## config.mk

```make
export PLATFORM = sky130hd
export DESIGN_NAME = ibex_float2int
export DESIGN_NICKNAME = d
export VERILOG_FILES = /design/src/rtl/ibex_float2int.sv
export SDC_FILE = /design/constraint.sdc
export NUM_CORES = 1
export LEC_CHECK = 0
export ABC_AREA = 1
export BUFFER_PORTS_ARGS = -buffer_cell sky130_fd_sc_hd__clkbuf_2
export CAP_MARGIN = 20
export CORE_MARGIN = 1.5
export CORE_UTILIZATION = 39
export CTS_BUF_LIST = sky130_fd_sc_hd__clkbuf_4
export DETAILED_ROUTE_END_ITERATION = 16
export GPL_TIMING_DRIVEN = 0
export SLEW_MARGIN = 10
export SYNTH_ARGS = -nofsm -noshare
export SYNTH_HDL_FRONTEND = slang
export SYNTH_SLANG_ARGS = --single-unit
```

## constraint.sdc

```tcl
create_clock -name clk_i -period 2.8 [get_ports clk_i]
set_input_delay 0 -clock clk_i [delete_from_list [all_inputs] [get_ports clk_i]]
set_output_delay 0 -clock clk_i [all_outputs]
set_load 0.1 [all_outputs]
```

## src/rtl/ibex_float2int.sv

```systemverilog
// Multi-cycle binary32 -> 32-bit integer converter for FCVT.W.S / FCVT.WU.S.
// Honours RISC-V rounding modes and produces RISC-V saturation values plus NV/NX flags.
`timescale 1ns/1ps
module ibex_float2int (
    input  logic        clk_i,
    input  logic        rst_i,
    input  logic [31:0] input_a_i,
    input  logic [2:0]  rm_i,
    input  logic        is_signed_i,
    input  logic        convert_en_i,
    output logic        ready_o,
    output logic [31:0] output_z_o,
    output logic        invalid_o,
    output logic        inexact_o,
    output logic        convert_valid_o
);

    typedef enum logic [2:0] {IDLE, UNPACK, ALIGN, ROUND, SAT, DONE} state_t;

    state_t state_q, state_d;

    logic [31:0]       a_q;
    logic [2:0]        rm_q;
    logic              signed_q;
    logic              nan_q;
    logic              special_q;
    logic signed [9:0] e_q;
    logic [23:0]       m_q;
    logic [32:0]       mag_q;
    logic              g_q;
    logic              st_q;
    logic              ovf_q;

    logic [7:0]  exp_w;
    logic [22:0] frac_w;
    logic [62:0] shifted;
    logic [32:0] align_mag;
    logic        align_g;
    logic        align_s;
    logic        align_ovf;
    logic        inc;
    logic        neg;
    logic        in_range;
    logic [31:0] sat_z;
    logic        sat_nv;
    logic        sat_nx;

    assign exp_w   = a_q[30:23];
    assign frac_w  = a_q[22:0];
    assign ready_o = (state_q == IDLE);

    always_ff @(posedge clk_i) begin
        if (!rst_i) state_q <= IDLE;
        else        state_q <= state_d;
    end

    always_comb begin
        state_d = state_q;
        case (state_q)
            IDLE:    if (convert_en_i) state_d = UNPACK;
            UNPACK:  state_d = ALIGN;
            ALIGN:   state_d = ROUND;
            ROUND:   state_d = SAT;
            SAT:     state_d = DONE;
            DONE:    state_d = IDLE;
            default: state_d = IDLE;
        endcase
    end

    // Leading 1 sits at bit 31 before shifting, so the integer part lands in [62:31].
    always_comb begin
        shifted   = {31'b0, m_q, 8'b0} << e_q[4:0];
        align_mag = 33'b0;
        align_g   = 1'b0;
        align_s   = 1'b0;
        align_ovf = 1'b0;
        if (special_q || (!e_q[9] && (e_q[8:5] != 4'b0))) begin
            align_ovf = 1'b1;
        end else if (e_q[9]) begin
            align_g = (e_q == -10'sd1);
            align_s = (e_q == -10'sd1) ? (|m_q[22:0]) : (|m_q);
        end else begin
            align_mag = {1'b0, shifted[62:31]};
            align_g   = shifted[30];
            align_s   = |shifted[29:0];
        end
    end

    always_comb begin
        case (rm_q)
            3'b000:  inc = g_q & (st_q | mag_q[0]);
            3'b010:  inc = a_q[31] & (g_q | st_q);
            3'b011:  inc = ~a_q[31] & (g_q | st_q);
            3'b100:  inc = g_q;
            default: inc = 1'b0;
        endcase
    end

    // NaN saturates as a positive value regardless of its sign bit.
    always_comb begin
        neg = a_q[31] & ~nan_q;
        if (ovf_q)         in_range = 1'b0;
        else if (signed_q) in_range = neg ? (mag_q <= 33'h0_8000_0000) : (mag_q <= 33'h0_7FFF_FFFF);
        else               in_range = neg ? (mag_q == 33'b0) : ~mag_q[32];

        if (in_range) begin
            sat_z  = a_q[31] ? (~mag_q[31:0] + 32'd1) : mag_q[31:0];
            sat_nv = 1'b0;
            sat_nx = g_q | st_q;
        end else begin
            if (signed_q) sat_z = neg ? 32'h8000_0000 : 32'h7FFF_FFFF;
            else          sat_z = neg ? 32'h0000_0000 : 32'hFFFF_FFFF;
            sat_nv = 1'b1;
            sat_nx = 1'b0;
        end
    end

    always_ff @(posedge clk_i) begin
        if (!rst_i) begin
            a_q             <= 32'b0;
            rm_q            <= 3'b0;
            signed_q        <= 1'b0;
            nan_q           <= 1'b0;
            special_q       <= 1'b0;
            e_q             <= 10'sd0;
            m_q             <= 24'b0;
            mag_q           <= 33'b0;
            g_q             <= 1'b0;
            st_q            <= 1'b0;
            ovf_q           <= 1'b0;
            output_z_o      <= 32'b0;
            invalid_o       <= 1'b0;
            inexact_o       <= 1'b0;
            convert_valid_o <= 1'b0;
        end else begin
            convert_valid_o <= 1'b0;
            case (state_q)
                IDLE: begin
                    if (convert_en_i) begin
                        a_q      <= input_a_i;
                        rm_q     <= rm_i;
                        signed_q <= is_signed_i;
                    end
                end
                UNPACK: begin
                    nan_q     <= (exp_w == 8'hFF) && (frac_w != 23'b0);
                    special_q <= (exp_w == 8'hFF);
                    e_q       <= $signed({2'b00, exp_w}) - 10'sd127;
                    m_q       <= {(exp_w != 8'h00), frac_w};
                end
                ALIGN: begin
                    mag_q <= align_mag;
                    g_q   <= align_g;
                    st_q  <= align_s;
                    ovf_q <= align_ovf;
                end
                ROUND: mag_q <= mag_q + {32'b0, inc};
                SAT: begin
                    output_z_o      <= sat_z;
                    invalid_o       <= sat_nv;
                    inexact_o       <= sat_nx;
                    convert_valid_o <= 1'b1;
                end
                default: ;
            endcase
        end
    end

endmodule

```

==> metrics.cfg, run 1 <==
[placed_design]
dp_hpwl_um=25090
place_congestion=0.9488
dpl_cell_area_um2=10180
pre_cts_ws_ns=-0.8248
portBuffers=73

[logic_synthesis]
synth_compound_area_frac=0.1726
ys_ff_latch=145
syn_inst=1471
yosys-top-cells-area=dfxtp_1, nand2_1, nand3_1
ys_warn_count=0
synth_area_um2=9418
synth_seq_area_share=0.3082
ys.flop_type=dfxtp_1
synth_edf_count=0
yosys.area_share.adder=0.01063
synth-simple-area-share=0.3671
syn_nets=1518
synth_top_family_by_area=simple AND/OR/NAND/NOR gates
synth_xor_area_frac=0.03069
synth.avg_cell_area_um2=6.402
synth_mux_area_frac=0
ys_types=55
yosys.area.top_type=dfxtp_1
yosysTopAreaCellShare=0.3082
async_flop_share=0

[timing]
period_share=1.005
finalClockSkew_ns=0.03350
worst_slew_pin_slew_ns=0.9390
tns_ns=-0.02823
finalCriticalPeriod_ns=2.815
finalHoldViolations=0
fmax_mhz=355.2
hold_ws_ns=0.2165
finalSetupViolCount=3
slew_violations=0
setup_slack_ns=-0.01499
rsz0062_at_grt=true
maxSlewHeadroom=0.3692

[worst_setup_path]
worstSetupStartpoint=a_q[31]$_SDFFE_PN0P_
cp.required_ns=3.28
cp-start-kind=flop
r2r-end=mag_q[32]$_SDFFE_PN0P_
r2r_slack_ns=-0.01
crit_chain=clkinvlp_4 -> nand2_2 -> nand4_1 -> o21ai_2 -> ha_2 -> ha_4 -> nand2_4 -> nor2_4 -> nand2_2 -> nor2_4 -> nand2_2 -> nor2_4 -> nand3_4 -> nor3_4 -> nand4_1 -> nor3_2 -> a21oi_2
crit_slowest_cell=dfxtp_4
critPathCapture=mag_q[32]$_SDFFE_PN0P_
cpPeakStageDelay_ns=0.43
worst_r2r_startpoint=a_q[31]$_SDFFE_PN0P_
path_max_fanout=4
worstSetupEndpointType=flop
worstSetupPathType=reg -> reg
crit_arrival_ns=3.30
r2r_cells=17

[detailed_routing]
firstDrtPassIters=5
wire_per_inst_um=16.80
vias_per_cell=5.312
antenna_left=0
totalWireLength_um=33050
first_iter_violations=978
vias=10450
drc_errors=0

[clock_tree]
cts_buffers=17
root_buffer=clkbuf_4
clkLatencyLatePin_ns=0.60
htree_levels=4
cts_tree=built
cts.clk_slew.worst_paths_ns=0.15
clkSinkCount=145
clockBufferDepth=2

[pwr]
ir_worst_vdd_v=0.0002851
leakagePower_nw=4.923
powerDensity_nw_per_um2=576.7

[die]
die_h_um=158.4
rows=56
start_util=0.3988
core_um2=23610
fp.dieW_um=158.4
dieArea_um2=25090
io_pins=75

[global_route]
grt_first_pass_wirelength_um=52180
gr-total-overflow=0
grtUsageTotal=0.2702
grt_pass1_vias=9722
grt_max_degree=17
antenna_found_initial=1

[cells_and_area]
post-route-util=0.4796
syn_to_final_growth_pct=20.25
postLayoutCellArea_um2=11320
drive_gt1_frac=0.1542
final_nets=1681
fillerInstances=2557

[hold_path]
hp-class=in -> reg

[job]
max_cap_violations=0

[outcome]
status=finished with violations
violations=setup timing

## worst min path at each step
stage                     slack (ns)                    to  cells past startpoint           from
final                           0.22  a_q[18]$_SDFFE_PN0P_                      4  input_a_i[18]
after global routing            0.23  a_q[18]$_SDFFE_PN0P_                      4  input_a_i[18]
after CTS                       0.19  a_q[25]$_SDFFE_PN0P_                      4  input_a_i[25]
after detailed placement        0.27  rm_q[2]$_SDFFE_PN0P_                      3        rm_i[2]
after global placement          0.26  rm_q[2]$_SDFFE_PN0P_                      3        rm_i[2]
after floorplan                 0.17  a_q[20]$_SDFFE_PN0P_                      2  input_a_i[20]
## critical path, delay by kind of cell (launching register included)
family | cells | cell delay, ns
buf+inv | 1 | 0.17
compound gates | 2 | 0.20
simple gates | 12 | 1.47
flops | 1 | 0.43
fa+ha+maj | 2 | 0.43
## what timing repair did
action | 4_1_cts | 5_1_grt
setup endpoints to repair | 26 | 12
hold buffers | 56 | 0
buffers inserted | 12 | 4
hold endpoints to repair | 39 | 0
pin swaps | 12 | 9
resized for setup | 21 | 14
## synth_stat cells, types with 2 or more instances
cell type,number
buf_2,22
buf_12,3
and2_1,3
nor2_4,7
xor2_1,32
o21ai_1,5
clkbuf_2,2
o21ai_0,135
ha_1,8
nor4_1,5
nand3_2,32
nor3_1,29
nand2_4,2
nor3_2,4
o211ai_1,15
nand2_1,325
nand2_2,8
nor2_2,5
a221oi_1,3
o2111ai_1,4
dfxtp_1,145
clkinv_1,2
nand4_1,16
a21oi_1,111
inv_2,12
buf_1,3
o21bai_1,2
clkbuf_1,48
nand3_1,146
buf_4,6
a211oi_1,3
or2_2,6
a31oi_1,12
nor2_1,140
inv_1,150
## power by group
part	internal, mW	leakage (nW)	switching, mW
clock network	0.579	0.173	0.949
registers	2.26	1.19	0.206
logic	0.802	3.56	1.74
total	3.64	4.92	2.89
## area by class of cell
| type | instances | area [um^2] | area share |
|---|---|---|---|
| multi-input cells | 1077 | 5574 | 0.4922 |
| flip-flops and latches | 145 | 2908 | 0.2568 |
| repair buffers | 145 | 1057 | 0.09336 |
| inverters | 164 | 619.3 | 0.05469 |
| plain buffers | 84 | 445.4 | 0.03933 |
| well taps | 319 | 399.1 | 0.03524 |
| clock inverters | 15 | 191.4 | 0.01690 |
| clock buffers | 17 | 127.6 | 0.01127 |
| diodes | 1 | 2.502 | 0.0002210 |
## metrics by stage
stage               std cells  total power, mW
global placement         1863            4.872
CTS                      1962            6.496
global route             1967            6.920
detailed placement       1863            4.887
floorplan                1471            4.214
finish                   1967            6.531
## placed cells by master, fill, tap and decap left out, types with 4 or more instances in the layout
cell type,instances
a21oi_1,109
a31oi_1,12
buf_2,22
buf_4,19
buf_6,4
clkbuf_1,46
clkbuf_2,75
clkbuf_4,17
dfxtp_1,143
dlygate4sd3_1,56
ha_1,6
inv_1,149
inv_2,12
inv_6,5
inv_8,4
nand2_1,324
nand2_2,8
nand3_1,143
nand3_2,34
nand4_1,16
nor2_1,140
nor2_2,4
nor2_4,8
nor3_1,28
nor4_1,5
o2111ai_1,4
o211ai_1,15
o21ai_0,131
o21ai_1,7
or2_2,6
xor2_1,32
## registers in the layout, summed over array words and instances (netlist names)
| signal | flops |
|---|---|
| output_z_o | 32 |
| st_q | 1 |
| a_q | 32 |
| rm_q | 3 |
| convert_valid_o | 1 |
| nan_q | 1 |
| m_q | 24 |
| mag_q | 33 |
| invalid_o | 1 |
| e_q | 9 |
| ovf_q | 1 |
| state_q | 3 |
| g_q | 1 |
| inexact_o | 1 |
| special_q | 1 |
| signed_q | 1 |
## cells by family after synthesis
logic type               count (synthesis)
AO/OA/AOI/OAI                          299
XOR/XNOR                                33
adder cells (fa/ha/maj)                  8
buffers and inverters                  249
flip-flops                             145
AND/OR/NAND/NOR                        737
## layer usage
layer,global-route usage,routed length (um),vias to the layer above
met4,0.06631,484,0
met1,0.3897,15870,4853
li1,-,-,5178
met5,0,0,-
met3,0.04491,2358,39
met2,0.4161,14330,379
Power figures use the tool's default switching activity.
==> inputs of run 2 (changes only) <==
--- a/config.mk
+++ b/config.mk
@@ -13,5 +13,4 @@
 export CTS_BUF_LIST = sky130_fd_sc_hd__clkbuf_4
 export DETAILED_ROUTE_END_ITERATION = 16
-export GPL_TIMING_DRIVEN = 0
 export SLEW_MARGIN = 10
 export SYNTH_ARGS = -nofsm -noshare
==> constraint.sdc (replaced) <==
create_clock -name clk_i -period 2.8 [get_ports clk_i]
set_input_delay 0.84 -clock clk_i [delete_from_list [all_inputs] [get_ports clk_i]]
set_output_delay 0.84 -clock clk_i [all_outputs]
set_load 0.1 [all_outputs]
==> run 2 against run 1 <==
Compared with the run above:
- the flow now finishes without violations
- via count is 6.9% lower
- die area unchanged
- flip-flop and latch count unchanged
- first-iteration DRC count fell by 7.4%
- register-to-register slack better by 0.26 ns
- design area decreased by 7.7%
- setup slack improved by 0.26 ns
- largest cell class unchanged
- largest power group is now registers
==> metrics.cfg, run 2 (synthesis results as in run 1) <==
[outcome]
status=finished clean

[global_route]
top_usage_layer=met2
antenna_found_initial=1
gr-total-overflow=0
gr-usage-met1=0.3401
grt_max_degree=68
use_met2=0.3531
use_met3=0.03457
grtUsageTotal=0.2312
grt_first_pass_wirelength_um=45730
grt_pass1_vias=8636

[worst_setup_path]
crit_top_cell=nand3_1
cp-start-kind=flop
path_max_fanout=16
crit_chain=inv_1 -> ha_1 -> nand3_1 -> nor2_2 -> nand2_2 -> nor2_4 -> nand3_1 -> nand2_1 -> nand2_2 -> nand3_4 -> nand2_4 -> o21ai_4 -> buf_12 -> nand3_1 -> nand2_1 -> inv_1
worstSetupEndpointType=flop
crit_slowest_cell=dfxtp_2
r2r_slack_ns=0.25
worstSetupPathType=reg -> reg
path_buf_inv=3
cp.required_ns=3.29
crit_arrival_ns=3.04
critPathTopFamily=simple AND/OR/NAND/NOR gates
cpPeakStageDelay_ns=0.39

[timing]
setup_slack_ns=0.2458
worst_slew_pin_slew_ns=0.6456
hold_ws_ns=0.4691
period_share=0.9122
maxSlewHeadroom=0.5691
slew_violations=0
rsz0062_at_grt=true
fmax_mhz=391.5
finalCriticalPeriod_ns=2.554
finalSetupViolCount=0
finalHoldViolations=0
finalClockSkew_ns=0.03052

[die]
dieArea_um2=25090
die_h_um=158.4
start_util=0.3988
core_um2=23610
io_pins=75
fp.dieW_um=158.4
rows=56

[cells_and_area]
reg.largest.list=mag_q: 33 flops, a_q: 32 flops, output_z_o: 32 flops
fillerInstances=2562
final_nets=1562
drive_gt1_frac=0.1518
largest-register=mag_q
final_common_cell=nand2_1
layout_common_cells=nand2_1, inv_1, nand3_1
syn_to_final_growth_pct=10.95
largest_reg_flops=33

[placed_design]
place_congestion=0.9355
portBuffers=74
dp_hpwl_um=20990
pre_cts_ws_ns=0.1124

[job]
max_cap_violations=0

[clock_tree]
clkSinkCount=145
htree_levels=4
cts.clk_slew.worst_paths_ns=0.17
cts_tree=built
clkLatencyLatePin_ns=0.59
cts_buffers=17
holdBufCountCts=0
clockBufferDepth=2
root_buffer=clkbuf_4

[detailed_routing]
wire_per_inst_um=15.15
antenna_left=0
vias_per_cell=5.266
vias=9732
firstDrtPassIters=7
first_iter_violations=906
totalWireLength_um=28000
drc_errors=0

[pwr]
p_comb_frac=0.372
p_int_mw=3.465
p_sw_frac=0.4436
ir_worst_vdd_v=0.0004576
leakagePower_nw=4.524
p_switching_mw=2.763
pwr-share-seq=0.395
powerDensity_nw_per_um2=596.1
clockPowerShare=0.233

[hold_path]
hp-class=in -> reg

## run 2: cell types whose count changed in the layout (fill, tap and decap cells not counted), sizes merged
cell,delta
bufinv,-1
clkinvlp,+3
clkinv,-2
buf,-14
clkbuf,-49
dlygate4sd3,-56
## run 2: final cells by class
class	count	area [um^2]	share of cell area
multi-input cells	1077	5513	0.5276
flip-flops and latches	145	2905	0.2781
repair buffers	110	718.2	0.06873
inverters	164	615.6	0.05891
well taps	319	399.1	0.03820
clock inverters	15	167.7	0.01605
clock buffers	17	127.6	0.01221
diodes	1	2.502	0.0002395
## run 2: power groups by stage
stage / sequential [mW] / combinational (mW) / clock (mW)
finish: 2.46 / 2.32 / 1.45
detailed placement: 2.50 / 2.29 / 0
global route: 2.49 / 2.60 / 1.58
CTS: 2.45 / 2.30 / 1.50
global placement: 2.50 / 2.29 / 0
floorplan: 2.54 / 1.67 / 0
## run 2: worst register-to-register path, stage by stage, from the launching register on
cell	delay (ns)
dfxtp_2	0.39
inv_1	0.19
ha_1	0.24
nand3_1	0.12
nor2_2	0.20
nand2_2	0.14
nor2_4	0.15
nand3_1	0.09
nand2_1	0.08
nand2_2	0.06
nand3_4	0.14
nand2_4	0.08
o21ai_4	0.18
buf_12	0.23
nand3_1	0.09
nand2_1	0.07
inv_1	0.03
## run 2: worst paths after layout
check                                             from                           to  depth (start not counted)
worst max-delay path             mag_q[0]$_SDFFE_PN0P_  output_z_o[15]$_SDFFE_PN0P_                         16
worst min-delay path                     input_a_i[21]         a_q[21]$_SDFFE_PN0P_                          3
worst max register to register   mag_q[0]$_SDFFE_PN0P_  output_z_o[15]$_SDFFE_PN0P_                         16
worst min register to register  inexact_o$_SDFFE_PN0P_       inexact_o$_SDFFE_PN0P_                          2
## run 2: routing by layer
| layer | up-vias | part of all wire |
|---|---|---|
| met5 | - | 0 |
| met4 | 0 | 0.0093 |
| met3 | 27 | 0.061 |
| met2 | 297 | 0.44 |
| met1 | 4474 | 0.49 |
| li1 | 4934 | - |
## run 2: timing repair
item,in CTS,in global routing
hold endpoints to repair,0,0
setup endpoints to repair,0,9
gates resized for setup,0,10
setup buffers,0,2
## run 2: per-stage QoR
step / total power [mW] / TNS [ns] / std cells / area (um^2) / utilization
2_1_floorplan: 4.214 / 0 / 1471 / 9418 / -
3_3_place_gp: 4.786 / 0 / 1813 / 10100 / 0.4279
3_5_place_dp: 4.790 / 0 / 1813 / 10100 / 0.4279
4_1_cts: 6.252 / 0 / 1845 / 10400 / 0.4404
5_1_grt: 6.678 / -0.03043 / 1848 / 10450 / 0.4425
6_report: 6.229 / 0 / 1848 / 10450 / 0.4425
